## src/rtl/snow64_alu_line_sequencer_pkg.sv

```systemverilog
// Shared types for the Snow64 line sequencer and its 64-bit SIMD ALU.
// Holds the line/beat geometry, ALU operation and lane-size encodings,
// the sequencer FSM state type, and the ALU/sequencer port structs.
package snow64_alu_line_sequencer_pkg;

    localparam int unsigned MSB_POS__SNOW64_LINE = 255;
    localparam int unsigned NUM_BEATS            = 4;
    localparam int unsigned MSB_POS__ALU_DATA    = 63;

    typedef enum logic [3:0] {
        OpAdd = 4'd0,
        OpSub = 4'd1,
        OpAnd = 4'd2,
        OpOr  = 4'd3,
        OpXor = 4'd4
    } alu_oper_e;

    typedef enum logic [1:0] {
        TypSz8  = 2'd0,
        TypSz16 = 2'd1,
        TypSz32 = 2'd2,
        TypSz64 = 2'd3
    } type_size_e;

    typedef enum logic [1:0] {
        StIdle = 2'd0,
        StRun  = 2'd1,
        StDone = 2'd2
    } st_alu_line_seq_e;

    typedef struct packed {
        alu_oper_e                    oper;
        type_size_e                   type_size;
        logic [MSB_POS__ALU_DATA:0]   a;
        logic [MSB_POS__ALU_DATA:0]   b;
        logic                         carry;
    } port_in_alu_t;

    typedef struct packed {
        logic [MSB_POS__ALU_DATA:0]   data;
        logic                         carry;
    } port_out_alu_t;

    typedef struct packed {
        logic                            req_valid;
        alu_oper_e                       oper;
        type_size_e                      type_size;
        logic [MSB_POS__SNOW64_LINE:0]   a;
        logic [MSB_POS__SNOW64_LINE:0]   b;
        logic                            rsp_ready;
    } port_in_alu_line_seq_t;

    typedef struct packed {
        logic                            req_ready;
        logic                            rsp_valid;
        logic [MSB_POS__SNOW64_LINE:0]   rsp_data;
    } port_out_alu_line_seq_t;

    // True when byte idx is the least-significant byte of a lane.
    function automatic logic lane_start(input type_size_e ts, input logic [2:0] idx);
        logic r;
        r = 1'b0;
        unique case (ts)
            TypSz8:  r = 1'b1;
            TypSz16: r = (idx[0] == 1'b0);
            TypSz32: r = (idx[1:0] == 2'b00);
            TypSz64: r = (idx == 3'd0);
            default: r = 1'b0;
        endcase
        return r;
    endfunction

endpackage

```

## src/rtl/snow64_alu_line_sequencer_alu.sv

```systemverilog
// Snow64Alu: combinational 64-bit SIMD ALU.
// Ports:
//   in_i  - oper, lane size, a, b, carry-in (carry enters byte 0 only)
//   out_o - result data and carry-out of the top byte
// Add/sub run a byte-wide carry chain that is cut at every lane start.
// Unknown opers produce zeros.
module snow64_alu_line_sequencer_alu
    import snow64_alu_line_sequencer_pkg::*;
(
    input  port_in_alu_t  in_i,
    output port_out_alu_t out_o
);

    logic [63:0] b_eff;
    logic [63:0] sum_data;
    logic [8:0]  sum;
    logic        carry;

    always_comb begin
        out_o    = '0;
        sum_data = '0;
        sum      = '0;
        b_eff    = (in_i.oper == OpSub) ? ~in_i.b : in_i.b;
        carry    = in_i.carry;
        for (int i = 0; i < 8; i++) begin
            // Sub is a + ~b + 1 per lane; add only takes the external carry at byte 0.
            if (lane_start(in_i.type_size, 3'(i))) begin
                carry = (in_i.oper == OpSub) ? 1'b1 : ((i == 0) ? in_i.carry : 1'b0);
            end
            sum = {1'b0, in_i.a[8*i +: 8]} + {1'b0, b_eff[8*i +: 8]} + {8'b0, carry};
            sum_data[8*i +: 8] = sum[7:0];
            carry = sum[8];
        end
        case (in_i.oper)
            OpAdd, OpSub: begin
                out_o.data  = sum_data;
                out_o.carry = carry;
            end
            OpAnd:   out_o.data = in_i.a & in_i.b;
            OpOr:    out_o.data = in_i.a | in_i.b;
            OpXor:   out_o.data = in_i.a ^ in_i.b;
            default: out_o = '0;
        endcase
    end

endmodule

```

## src/rtl/snow64_alu_line_sequencer.sv

```systemverilog
// Line sequencer: runs a 256-bit line through the 64-bit SIMD ALU as four
// consecutive beats, registering each beat result, then offers the full line.
// Ports:
//   clk, rst_n                       - clock, synchronous active-low reset
//   in_req_valid / out_req_ready     - request handshake
//   in_req_oper, in_req_type_size    - ALU operation and lane size
//   in_req_a, in_req_b               - line operands
//   out_rsp_valid / in_rsp_ready     - response handshake
//   out_rsp_data                     - result line
module snow64_alu_line_sequencer
    import snow64_alu_line_sequencer_pkg::*;
#(
    parameter int unsigned MSB_POS__LINE = 255
) (
    input  logic                     clk,
    input  logic                     rst_n,
    input  logic                     in_req_valid,
    output logic                     out_req_ready,
    input  logic [3:0]               in_req_oper,
    input  logic [1:0]               in_req_type_size,
    input  logic [MSB_POS__LINE:0]   in_req_a,
    input  logic [MSB_POS__LINE:0]   in_req_b,
    output logic                     out_rsp_valid,
    input  logic                     in_rsp_ready,
    output logic [MSB_POS__LINE:0]   out_rsp_data
);

    localparam int unsigned NumBeats = (MSB_POS__LINE + 1) / 64;
    localparam logic [1:0]  LastBeat = 2'(NumBeats - 1);

    st_alu_line_seq_e       state_q, state_d;
    logic [1:0]             beat_q;
    alu_oper_e              oper_q;
    type_size_e             type_size_q;
    logic [MSB_POS__LINE:0] a_q, b_q, result_q;
    logic                   accept;
    port_in_alu_t           alu_in;
    port_out_alu_t          alu_out;
    logic                   unused_alu_carry;

    assign accept = in_req_valid & out_req_ready;

    // State register.
    always_ff @(posedge clk) begin
        if (!rst_n) state_q <= StIdle;
        else        state_q <= state_d;
    end

    // Next-state logic.
    always_comb begin
        state_d = state_q;
        unique case (state_q)
            StIdle: if (accept) state_d = StRun;
            StRun:  if (beat_q == LastBeat) state_d = StDone;
            StDone: if (in_rsp_ready) state_d = accept ? StRun : StIdle;
            default: state_d = StIdle;
        endcase
    end

    // Outputs. A done line can be replaced by a new request in the cycle it is taken.
    always_comb begin
        out_req_ready = 1'b0;
        out_rsp_valid = 1'b0;
        unique case (state_q)
            StIdle: out_req_ready = rst_n;
            StRun:  out_req_ready = 1'b0;
            StDone: begin
                out_rsp_valid = 1'b1;
                out_req_ready = rst_n & in_rsp_ready;
            end
            default: out_req_ready = 1'b0;
        endcase
    end

    assign out_rsp_data = result_q;

    // Operand capture and beat accumulation.
    always_ff @(posedge clk) begin
        if (!rst_n) begin
            beat_q      <= '0;
            oper_q      <= OpAdd;
            type_size_q <= TypSz8;
            a_q         <= '0;
            b_q         <= '0;
            result_q    <= '0;
        end else if (accept) begin
            beat_q      <= '0;
            oper_q      <= alu_oper_e'(in_req_oper);
            type_size_q <= type_size_e'(in_req_type_size);
            a_q         <= in_req_a;
            b_q         <= in_req_b;
        end else if (state_q == StRun) begin
            result_q[{beat_q, 6'b0} +: 64] <= alu_out.data;
            beat_q                         <= beat_q + 2'd1;
        end
    end

    // Lanes never cross a beat, so no carry is chained between beats.
    always_comb begin
        alu_in           = '0;
        alu_in.oper      = oper_q;
        alu_in.type_size = type_size_q;
        alu_in.a         = a_q[{beat_q, 6'b0} +: 64];
        alu_in.b         = b_q[{beat_q, 6'b0} +: 64];
        alu_in.carry     = 1'b0;
    end

    snow64_alu_line_sequencer_alu u_alu (
        .in_i  (alu_in),
        .out_o (alu_out)
    );

    assign unused_alu_carry = alu_out.carry;

endmodule
```

## config.mk

```make
export PLATFORM = sky130hd
export DESIGN_NAME = snow64_alu_line_sequencer
export DESIGN_NICKNAME = d
export VERILOG_FILES = /design/src/rtl/snow64_alu_line_sequencer_pkg.sv /design/src/rtl/snow64_alu_line_sequencer_alu.sv /design/src/rtl/snow64_alu_line_sequencer.sv
export SDC_FILE = /design/constraint.sdc
export NUM_CORES = 2
export LEC_CHECK = 0
export ABC_AREA = 1
export CAP_MARGIN = 0
export CORE_AREA = 3 3 306 308
export CTS_BUF_LIST = sky130_fd_sc_hd__clkbuf_4
export DETAILED_ROUTE_END_ITERATION = 10
export DIE_AREA = 0 0 309 311
export PLACE_DENSITY = 0.73
export SYNTH_ARGS = -nofsm -noshare
export SYNTH_HDL_FRONTEND = slang
export SYNTH_HIERARCHICAL = 1
export SYNTH_SLANG_ARGS = --single-unit
```

## constraint.sdc

```tcl
create_clock -name clk -period 20.9 [get_ports clk]
set_input_delay 2.09 -clock clk [delete_from_list [all_inputs] [get_ports clk]]
set_output_delay 2.09 -clock clk [all_outputs]
set_load 0.05 [all_outputs]
```

======== After elaboration in Yosys (flattened, before gate mapping) ========
Index checks and enable logic that the tools add are counted.
word-level totals
  flip-flop bits (word level) ............. 778
  input port bits ......................... 522
  word-level logic and storage cells ...... 85
  output and inout bits ................... 258
operators by class
  bitwise logic cells ..................... 8
  shifts and indexed selects .............. 4
  reductions and logical operators ........ 12
  add/subtract/negate cells ............... 18
  muxes and demuxes ....................... 23
  equality and inequality tests ........... 13
operators by type and width
  kind                                                     number
  indexed part select 256 x 9 -> 64 bit                    2
  bitwise mux 256 bit                                      1
  case mux 64 bit (4 select lines)                         1
  variable shift 64 x 10 -> 256 bit, first input constant  1
  indexed part select 64 x 10 -> 256 bit                   1
  bitwise AND 64 bit                                       1
  2-to-1 mux 64 bit                                        1
  NOT 64 bit                                               1
  bitwise OR 64 bit                                        1
  XOR 64 bit                                               1
  adder 8 x 8 -> 9 bit                                     7
  adder 9 x 1 -> 9 bit                                     7
  2-to-1 mux 1 bit                                         12
  negator 8 -> 10 bit                                      1
  adder 8 x 1 -> 8 bit                                     1
  adder 8 bit                                              1
  == test 2 bit, second input constant                     4
  == test 4 x 2 -> 1 bit, second input constant            2
  case mux 1 bit (2 select lines)                          4
  OR reduction 2 bit                                       4
  2-to-1 mux 2 bit                                         3
  inequality test 2 bit, second input constant             3
  case mux 2 bit (3 select lines)                          1
  OR reduction 3 bit                                       2
  other kinds (11)                                         15

======== Depth between registers and ports, before layout ========
  word-level depth ........................ 22
  gate-level depth with buffers ........... 86
  mapped depth without buffers ............ 82

======== Modules after synthesis ========
The synthesis kept the hierarchy.
by module, submodules not included
  module                         times used  sequential area each (um^2)  cells each  area an instance (um^2)
  snow64_alu_line_sequencer      1           15574.9                      5787        35831.9
  snow64_alu_line_sequencer_alu  1           0.0                          1196        7454.6

======== Worst setup path after synthesis ========
OpenSTA, ideal clock, no wires.
  path kind ............................... flip-flop to flip-flop
  start ................................... reg beat_q[0]
  end ..................................... reg result_q[124] (netlist: out_rsp_data[124])
  setup time .............................. 0.065 ns
  period minus slack after synthesis ...... 12.764 ns
  path slack .............................. 8.136 ns
  required time ........................... 20.835 ns
  path buffers ............................ 4
  arrival ................................. 12.699 ns
  cell stages (with the launch flop) ...... 86
  cell sequence ........................... dfxtp_1 buf_2 inv_2 buf_2 buf_2 buf_2 a21oi_1 o21ai_0 nand2_1 inv_1 xor2_1 fa_1 fa_1 nand2_1 nand3_1 and2_1 nand2_1 nand3_1 (+50 left out) nand2_1 nand3_1 nand2_1 inv_1 fa_1 fa_1 nand2_1 nand3_1 and2_1 nand2_1 nand3_1 nand3_1 inv_1 nor2_1 nand2_1 nor2_1 nor2_1 nor2_1
RTL lines
  what                           line                             RTL
  start, declared                snow64_alu_line_sequencer.sv:32  logic [1:0] beat_q;
  start signal, assigned         snow64_alu_line_sequencer.sv:94  beat_q <= beat_q + 2'd1;
  end signal, assigned by index  snow64_alu_line_sequencer.sv:93  result_q[{beat_q, 6'b0} +: 64] <= alu_out.data;
  end, declared                  snow64_alu_line_sequencer.sv:35  logic [MSB_POS__LINE:0] a_q, b_q, result_q;

==> reports/results.txt <==
CP bufs+invs: 11
Largest net degree at the start of global routing: 122
Avg Cell Area, Syn: 6.20 um2
Final Instance Area: 53700 um2
Crit-path max FO: 105
Fraction of layout cells with a size suffix above 1: 0.0549
Syn Std Cell Area: 43300 um2
Number of setup violations in the final report: 0
DP Wirelength: 124 mm
Nets: 8315
Pwr dens: 76.0 nW/um2
Final hold vios: 0
First-pass GRT wire length: 247 mm
Worst VDD drop: 55.0 uV
Worst hold slack: 0.461 ns
Layout area overhead: 24.2%
Core area: 91400 um2
ANT nets after route: 0
1st-pass router iterations: 7
Post-CTS setup buffers: 0
CP peak stage delay: 0.78 ns
Clk buf depth: 3
Worst EP required: 21.93 ns
Synthesized Nets: 7705
Worst skew pair latency: 1.21 ns
Fin crit share: 0.695
CTS root buf: clkbuf_4
Clk sink count: 778
Post-DP Area: 51000 um2
Class of the worst hold path: reg2reg
RePlAce Congestion: 1.03
Tmin final: 14.53 ns
GRT Total Usage: 0.338
# DRC: 0
Starting Density: 0.473
Data arrival, critical path: 15.57 ns
PortBufs: 779
Vias in the first global route: 40.9k
Static Leak: 26.0 nW
Vias: 45.1k
Post-CTS resize count: 0
H-Tree Depth: 4
Total gr overflow: 0
I/O Pins: 780
DR WL/cell: 18.9 um
Slowest cell on the critical path: dfxtp_4
Final WL: 169 mm
Slew margin rel.: 0.190
RSZ-0062 raised after global routing: no
Slew @ Worst Pin: 1.20 ns
MaxCap Viol Count: 0
Status: complete, no violations
CP endpoint kind: flop
Drt initial violations: 4910
Die Width: 309 um
Via density: 5.05
Initial antenna violation count: 21
Max-slew violations: 0
Setup Skew: 0.122 ns
TritonCTS Buffers: 206
WS Path Type: reg2reg
Die ar.: 96100 um2
CTS clk-pin slew, worst paths: 0.07 ns
Setup TNS: 0 ns
Post-cts hold buffer count: 0
Max frequency: 68.8 MHz
CP Launch Type: flop
Gate Count Post-Synth: 6977
CTS tree: yes
# rows: 111
YS warnings: 6
Most common cell on crit path: nand2_1
Delay-heaviest family, CP: adder cells
Die height: 311 um
[path summary, 6_finish.rpt]
kind                                                startpoint                             end  slack [ns]  cells after the start
worst max-delay path                    beat_q[0]$_SDFFE_PP0N_  out_rsp_data[124]$_SDFFE_PN0P_        6.37                     81
worst min-delay path            out_rsp_data[166]$_SDFFE_PN0P_  out_rsp_data[166]$_SDFFE_PN0P_        0.46                      2
worst max register to register          beat_q[0]$_SDFFE_PP0N_  out_rsp_data[124]$_SDFFE_PN0P_        6.37                     81
worst min register to register  out_rsp_data[166]$_SDFFE_PN0P_  out_rsp_data[166]$_SDFFE_PN0P_        0.46                      2
[worst register-to-register path, delay by kind of cell (launching register included)]
kind / cells / cell delay [ns]
compound gates: 2 / 0.34
flops: 1 / 0.78
xor+xnor: 1 / 0.19
fa+ha+maj: 15 / 6.54
simple gates: 52 / 5.24
buf+inv: 11 / 1.36
[final cells by class]
class	instances	area, um2
repair buffers	827	8160
well taps	1186	1480
multi-input cells	4801	22100
clock buffers	314	2360
fillers	8898	37700
diodes	16	40.0
inverters	973	3670
clock inverters	44	332
flip-flops and latches	778	15600
[sequential cells by signal (all words and copies together) (netlist names)]
name and count:
out_rsp_data 256, beat_q 2, type_size_q 2, oper_q 4
a_q 256, b_q 256, state_q 2
[cells in the final DEF (no fill, tap or decap), types with 2 or more instances in the layout]
master and instances:
fa_1 16, inv_2 4, a21o_1 8, nand3_2 3, clkinv_1 23, o22ai_1 16
nand3_1 215, and2_1 7, buf_4 48, clkinv_2 7, dfxtp_1 775, ha_1 189
nand2_1 1929, bufinv_16 4, o21ai_0 312, o2111ai_1 24, inv_1 966, o21a_1 7
clkinvlp_4 4, nor2_1 1446, or2_2 16, clkdlybuf4s50_1 778, clkbuf_4 314, xor2_1 64
dfxtp_4 2, nand4_1 50, nor2_4 5, a21oi_1 467, nand3b_1 19, inv_6 6
diode_2 16
[metrics by stage]
step	setup WS [ns]	util	power [mW]	std cells
finish	6.37	0.588	4.08	8939
global route	5.23	0.588	4.30	8938
CTS	6.44	0.587	4.08	8923
detailed placement	6.54	0.558	2.69	8565
global placement	6.72	0.558	2.67	8565
floorplan	8.15	-	2.28	6977
[where the power goes]
group / total [mW] / leakage (nW) / internal (mW) / switching (mW)
combinational: 1.07 / 18.1 / 0.356 / 0.714
sequential: 1.61 / 6.38 / 1.57 / 0.0430
clock: 1.40 / 1.59 / 0.731 / 0.671
total: 4.08 / 26.0 / 2.65 / 1.43
[routing by layer]
layer / GRT usage / vias up / wire length (um)
met2: 0.514 / 2067 / 74000
met5: 0 / - / 54
met4: 0.177 / 8 / 8540
met3: 0.0718 / 305 / 16300
li1: - / 22429 / -
met1: 0.450 / 20303 / 70000
(Power assumes the default switching activity.)
